--- config.mk ---
export PLATFORM = sky130hd
export DESIGN_NAME = id_decode
export DESIGN_NICKNAME = d
export VERILOG_FILES = /design/src/rtl/cpu_pkg.sv /design/src/rtl/regfile_32x32.sv /design/src/rtl/id_decode.sv
export SDC_FILE = /design/constraint.sdc
export NUM_CORES = 2
export LEC_CHECK = 0
export BUFFER_PORTS_ARGS = -buffer_cell sky130_fd_sc_hd__buf_2
export CAP_MARGIN = 20
export CORE_MARGIN = 10
export CORE_UTILIZATION = 55
export CTS_CLUSTER_SIZE = 28
export DETAILED_ROUTE_END_ITERATION = 10
export PLACE_DENSITY_LB_ADDON = 0.25
export SLEW_MARGIN = 20
export SYNTH_ARGS = -nofsm -noshare
export SYNTH_HDL_FRONTEND = slang
export SYNTH_SLANG_ARGS = --single-unit
--- constraint.sdc ---
create_clock -name clk -period 74 [get_ports clk]
set_input_delay 14.8 -clock clk [delete_from_list [all_inputs] [get_ports clk]]
set_output_delay 14.8 -clock clk [all_outputs]
set_load 0.02 [all_outputs]
--- src/rtl/cpu_pkg.sv ---
// Shared RV32I decode definitions: opcode values, the bubble instruction,
// immediate formats and opcode classification helpers.
package cpu_pkg;

  localparam logic [6:0] OP_R      = 7'b0110011;
  localparam logic [6:0] OP_IMM    = 7'b0010011;
  localparam logic [6:0] OP_LOAD   = 7'b0000011;
  localparam logic [6:0] OP_STORE  = 7'b0100011;
  localparam logic [6:0] OP_BRANCH = 7'b1100011;
  localparam logic [6:0] OP_LUI    = 7'b0110111;
  localparam logic [6:0] OP_AUIPC  = 7'b0010111;
  localparam logic [6:0] OP_JAL    = 7'b1101111;
  localparam logic [6:0] OP_JALR   = 7'b1100111;
  localparam logic [6:0] OP_SYSTEM = 7'b1110011;

  localparam logic [31:0] NOP_INSN = 32'h00000013;

  typedef enum logic [2:0] {
    IMM_I,
    IMM_S,
    IMM_B,
    IMM_U,
    IMM_J,
    IMM_NONE
  } imm_type_e;

  function automatic imm_type_e imm_type_of(input logic [6:0] op);
    imm_type_e t;
    case (op)
      OP_IMM, OP_LOAD, OP_JALR, OP_SYSTEM: t = IMM_I;
      OP_STORE:                            t = IMM_S;
      OP_BRANCH:                           t = IMM_B;
      OP_LUI, OP_AUIPC:                    t = IMM_U;
      OP_JAL:                              t = IMM_J;
      default:                             t = IMM_NONE;
    endcase
    return t;
  endfunction

  function automatic logic is_rv32i(input logic [6:0] op);
    logic ok;
    case (op)
      OP_R, OP_IMM, OP_LOAD, OP_STORE, OP_BRANCH,
      OP_LUI, OP_AUIPC, OP_JAL, OP_JALR, OP_SYSTEM: ok = 1'b1;
      default:                                      ok = 1'b0;
    endcase
    return ok;
  endfunction

endpackage

--- src/rtl/regfile_32x32.sv ---
// 32x32 register file, 2 async read / 1 sync write, x0 hardwired to zero.
// REGFILE_BYPASS_EN: reads see a same-cycle write (write-through); otherwise the stored value.
module regfile_32x32 #(
  parameter int XLEN = 32
) (
  input  logic            clk,
  input  logic            rst_n,
  input  logic            i_we,
  input  logic [4:0]      i_waddr,
  input  logic [XLEN-1:0] i_wdata,
  input  logic [4:0]      i_raddr1,
  input  logic [4:0]      i_raddr2,
  output logic [XLEN-1:0] o_rdata1,
  output logic [XLEN-1:0] o_rdata2
);

  logic [XLEN-1:0] r_regs [1:31];

  // rst_n is the legacy name of an active-high reset
  always_ff @(posedge clk or posedge rst_n) begin
    if (rst_n) begin
      for (int k = 1; k < 32; k++) r_regs[k] <= '0;
    end else if (i_we && (i_waddr != 5'd0)) begin
      r_regs[i_waddr] <= i_wdata;
    end
  end

`ifdef REGFILE_BYPASS_EN
  assign o_rdata1 = (i_raddr1 == 5'd0) ? '0 :
                    (i_we && (i_waddr == i_raddr1)) ? i_wdata : r_regs[i_raddr1];
  assign o_rdata2 = (i_raddr2 == 5'd0) ? '0 :
                    (i_we && (i_waddr == i_raddr2)) ? i_wdata : r_regs[i_raddr2];
`else
  assign o_rdata1 = (i_raddr1 == 5'd0) ? '0 : r_regs[i_raddr1];
  assign o_rdata2 = (i_raddr2 == 5'd0) ? '0 : r_regs[i_raddr2];
`endif

endmodule

--- src/rtl/id_decode.sv ---
// RV32I decode stage: IF/ID register (flush beats stall), regfile, immediate/control fields; 1-cycle latency.
// Stall holds IF/ID, flush inserts a bubble; optional REGFILE_BYPASS_EN write-through in regfile_32x32.
module id_decode #(
  parameter int          ADDR_W   = 14,
  parameter int          XLEN     = 32,
  parameter logic [31:0] NOP_INSN = 32'h00000013
) (
  input  logic              clk,
  input  logic              rst_n,
  input  logic [31:0]       instr_i,
  input  logic [ADDR_W-1:0] pc_i,
  input  logic              stall_i,
  input  logic              flush_i,
  input  logic              wb_en_i,
  input  logic [4:0]        wb_rd_i,
  input  logic [XLEN-1:0]   wb_data_i,
  output logic              valid_o,
  output logic [ADDR_W-1:0] pc_o,
  output logic [6:0]        opcode_o,
  output logic [4:0]        rd_o,
  output logic [2:0]        funct3_o,
  output logic              funct7b5_o,
  output logic [XLEN-1:0]   rs1_data_o,
  output logic [XLEN-1:0]   rs2_data_o,
  output logic [31:0]       imm_o,
  output logic              illegal_o
);
  import cpu_pkg::*;

  logic [31:0]       r_instr;
  logic [ADDR_W-1:0] r_pc;
  logic              r_vld;

  logic [6:0]  w_opcode;
  logic [31:0] w_imm;

  // pc is captured even on flush so a bubble still carries the redirect address
  always_ff @(posedge clk or posedge rst_n) begin
    if (rst_n) begin
      r_instr <= NOP_INSN;
      r_pc    <= '0;
      r_vld   <= 1'b0;
    end else if (flush_i) begin
      r_instr <= NOP_INSN;
      r_pc    <= pc_i;
      r_vld   <= 1'b0;
    end else if (!stall_i) begin
      r_instr <= instr_i;
      r_pc    <= pc_i;
      r_vld   <= 1'b1;
    end
  end

  assign w_opcode = r_instr[6:0];

  always_comb begin
    w_imm = '0;
    case (imm_type_of(w_opcode))
      IMM_I:   w_imm = {{20{r_instr[31]}}, r_instr[31:20]};
      IMM_S:   w_imm = {{20{r_instr[31]}}, r_instr[31:25], r_instr[11:7]};
      IMM_B:   w_imm = {{19{r_instr[31]}}, r_instr[31], r_instr[7], r_instr[30:25],
                        r_instr[11:8], 1'b0};
      IMM_U:   w_imm = {r_instr[31:12], 12'b0};
      IMM_J:   w_imm = {{11{r_instr[31]}}, r_instr[31], r_instr[19:12], r_instr[20],
                        r_instr[30:21], 1'b0};
      default: w_imm = '0;
    endcase
  end

  regfile_32x32 #(.XLEN(XLEN)) u_regfile (
    .clk      (clk),
    .rst_n    (rst_n),
    .i_we     (wb_en_i),
    .i_waddr  (wb_rd_i),
    .i_wdata  (wb_data_i),
    .i_raddr1 (r_instr[19:15]),
    .i_raddr2 (r_instr[24:20]),
    .o_rdata1 (rs1_data_o),
    .o_rdata2 (rs2_data_o)
  );

  assign valid_o    = r_vld;
  assign pc_o       = r_pc;
  assign opcode_o   = w_opcode;
  assign rd_o       = r_instr[11:7];
  assign funct3_o   = r_instr[14:12];
  assign funct7b5_o = r_instr[30];
  assign imm_o      = w_imm;
  assign illegal_o  = r_vld && !is_rv32i(w_opcode);

endmodule

==> results by group <==
Floorplan
  • Die Ht: 336 um
  • Placeable Area: 0.0989 mm^2
  • Effective utilization at floorplan: 55.7%
  • Die footprint: 0.113 mm^2
  • Num rows: 115
  • Io pins: 216
  • Die W: 336 um

Pwr
  • Total Power: 1.65 mW
  • Pint: 1.21 mW
  • Switching share of power: 27.0%
  • Combinational Power Share: 19.0%
  • Maximum vdd drop: 0.0000190 V
  • Power density over the cells: 27.4 mW/mm^2
  • Clock power share: 35.0%
  • Psw: 447 uW
  • Sequential share of power: 46.0%
  • Lkg Pwr: 26.4 nW

Setup path
  • Crit Path Max Fanout: 65
  • Crit Reg-Reg Endpoint: r_instr[24]
  • FF-to-FF setup slack: 72.32 ns
  • Worst EP arrival: 4.94 ns
  • Crit path kind: reg2out
  • CP endpoint kind: output pin
  • Crit. Startpoint: r_instr[16]
  • CP Capture Point: rs1_data_o[20]
  • Setup crit start kind: flop
  • Worst R2R Start: r_instr[24]
  • R2R cell count: 3
  • Req. time, crit path: 59.20 ns

Place
  • DP Worst Slack: 54.99 ns
  • Input/output buffers: 215
  • Detail Placement HPWL: 91,700 um
  • Placer Congestion: 0.810
  • Post-DP Area: 0.0566 mm^2

Yosys
  • Post-synth EDFFs: 0
  • Synth async-reset ratio: 100%
  • Synth warnings: 0
  • Syn Inst Count: 3,737
  • Ys flop type: dfrtp_1
  • Post-synthesis sequential area ratio: 47.2%
  • Synth unique cells: 57
  • Synthesized area: 0.0550 mm^2
  • Net count after synthesis: 3,825
  • Synthesized area per cell: 14.7 um^2
  • Seq cells post-synth: 1,039

Drt
  • Total Wirelength: 164,000 um
  • DRT Pass-1 Iters: 7
  • DRT antenna net count: 0
  • Detailed router's first-iteration violation count: 3,912
  • Via Count: 35,800
  • Vias/cell: 6.98
  • Residual DRC: 0
  • Wire per inst: 32.1 um

Layout
  • Sequential cell area: 0.0260 mm^2
  • Most frequent cells in the layout: mux2_2, dfrtp_1, mux4_2
  • Final net count: 3,828
  • Fin area: 0.0604 mm^2
  • Commonest non-fill, non-tap cell in the layout: mux2_2
  • Synth-to-Final Area Change: 9.79%
  • Share of cells above drive strength 1: 54.0%
  • Fillers: 7,434
  • Multi-input gate area: 0.0272 mm^2

CTS
  • Clock root cell: clkbuf_16
  • # resized after CTS: 0
  • H-tree depth: 3
  • Cts bufs inserted: 109
  • Clock Tree Buf Depth: 3
  • Clock-pin slew on the worst setup and hold paths: 0.06 ns
  • Hold_buf cts: 0
  • TritonCTS clock tree: yes
  • Clock latency on the worst-skew pair: 0.69 ns
  • # Post-CTS Setup Buffers: 0
  • Clock Sink Count: 1,039

Timing
  • Max Slew Vio Count: 0
  • Max Clock Skew: 0 ns
  • Max Clk Rate: 0.0507 GHz
  • Worst slew margin: 21.8%
  • Actual slew at the worst max-slew pin: 1.17 ns
  • Final setup fails: 0
  • Setup tns final: 0 ns
  • Hold Vio Cnt, Final: 0
  • Setup repair after global routing missed its margin: no
  • PnR worst setup slack: 54.26 ns
  • Tcrit/Tclk final: 26.7%
  • Fin crit period: 19.74 ns

Min path
  • HP Class: reg2reg

Global route
  • First-pass GRT wire length: 245,000 um
  • Gr ovfl total: 0
  • Initial antenna violation count: 5
  • Largest net degree at the start of global routing: 167
  • Vias in the first global route: 36,700
  • GRT Total Usage: 28.9%

Outcome
  • Status: finished, final reports clean

Run
  • Max_cap viols: 0
power groups by stage:
stage	Sequential (mW)	Clock [mW]	Combinational [mW]
final	0.761	0.578	0.314
after global routing	0.774	0.606	0.337
after CTS	0.757	0.584	0.315
after detailed placement	0.766	0	0.314
after global placement	0.759	0	0.305
after floorplan	0.738	0	0.262
cell usage after synthesis (all sizes together) (8+ instances only):
master	count	area (um^2)
a21o	73	548
a21oi	9	45.0
a221oi	67	587
a22oi	122	916
a31oi	8	50.1
buf	225	1300
clkbuf	185	694
dfrtp	1036	25900
inv	8	30.0
mux2	1080	12200
mux2i	45	450
mux4	436	9820
nand2	90	338
nand2b	9	56.3
nand3	15	75.1
nor2	113	454
nor2b	10	62.6
nor3	63	315
nor3b	8	60.1
o22a	57	499
flip-flops by register name (all words and copies together) (netlist names):
name,flops
pc_o,14
u_regfile.r_regs,992
valid_o,1
r_instr,32
worst min path at each step:
stage                               start               endpoint  depth (start not counted)
floorplan           u_regfile.r_regs[925]  u_regfile.r_regs[925]                          1
finish                           pc_o[11]               pc_o[11]                          1
global placement                  pc_o[7]                pc_o[7]                          1
global route                     pc_o[13]               pc_o[13]                          1
detailed placement               pc_o[11]               pc_o[11]                          1
CTS                              pc_o[11]               pc_o[11]                          1
stage by stage:
step	utilization, %	hold WS [ns]	instances
6_report	61.1	0.502	5127
3_3_place_gp	57.3	0.485	4915
2_1_floorplan	-	0.491	3737
3_5_place_dp	57.3	0.490	4915
5_1_grt	61.1	0.515	5125
4_1_cts	61.1	0.505	5121
area by class of cell:
cell class | count | area share, %
clock buffer | 158 | 5.35
tap | 1287 | 2.66
timing repair buffer | 302 | 2.93
multi-input combinational | 2279 | 45.0
clock inverter | 48 | 0.911
sequential | 1039 | 43.1
antenna | 5 | 0.0207
inverter | 9 | 0.0683
critical path: stages (launching register included):
cell     delay [ns]
dfrtp_4        1.08
buf_4          0.91
buf_4          0.86
mux4_2         0.42
a22oi_1        0.25
nand2_1        0.19
a21o_1         0.21
buf_2          0.16
kinds of logic (layout without fill, tap and decap cells):
logic type	count (synthesis)	after routing	synth area share, %
flip-flops	1039	1039	47.2
other	0	5	0
multiplexers	1561	1561	40.8
AND/OR/NAND/NOR	349	349	3.04
XOR/XNOR	1	1	0.0159
buffers and inverters	419	517	3.68
AO/OA/AOI/OAI	368	368	5.27
layer usage:
| layer | vias to the layer above | routed length, um | track usage [%] |
|---|---|---|---|
| met5 | - | 0 | 0 |
| met4 | 0 | 7160 | 12.1 |
| met3 | 398 | 14900 | 5.88 |
| met2 | 1815 | 76200 | 45.2 |
| met1 | 19100 | 66200 | 39.4 |
| li1 | 14400 | - | - |
Power figures use the tool's default switching activity.
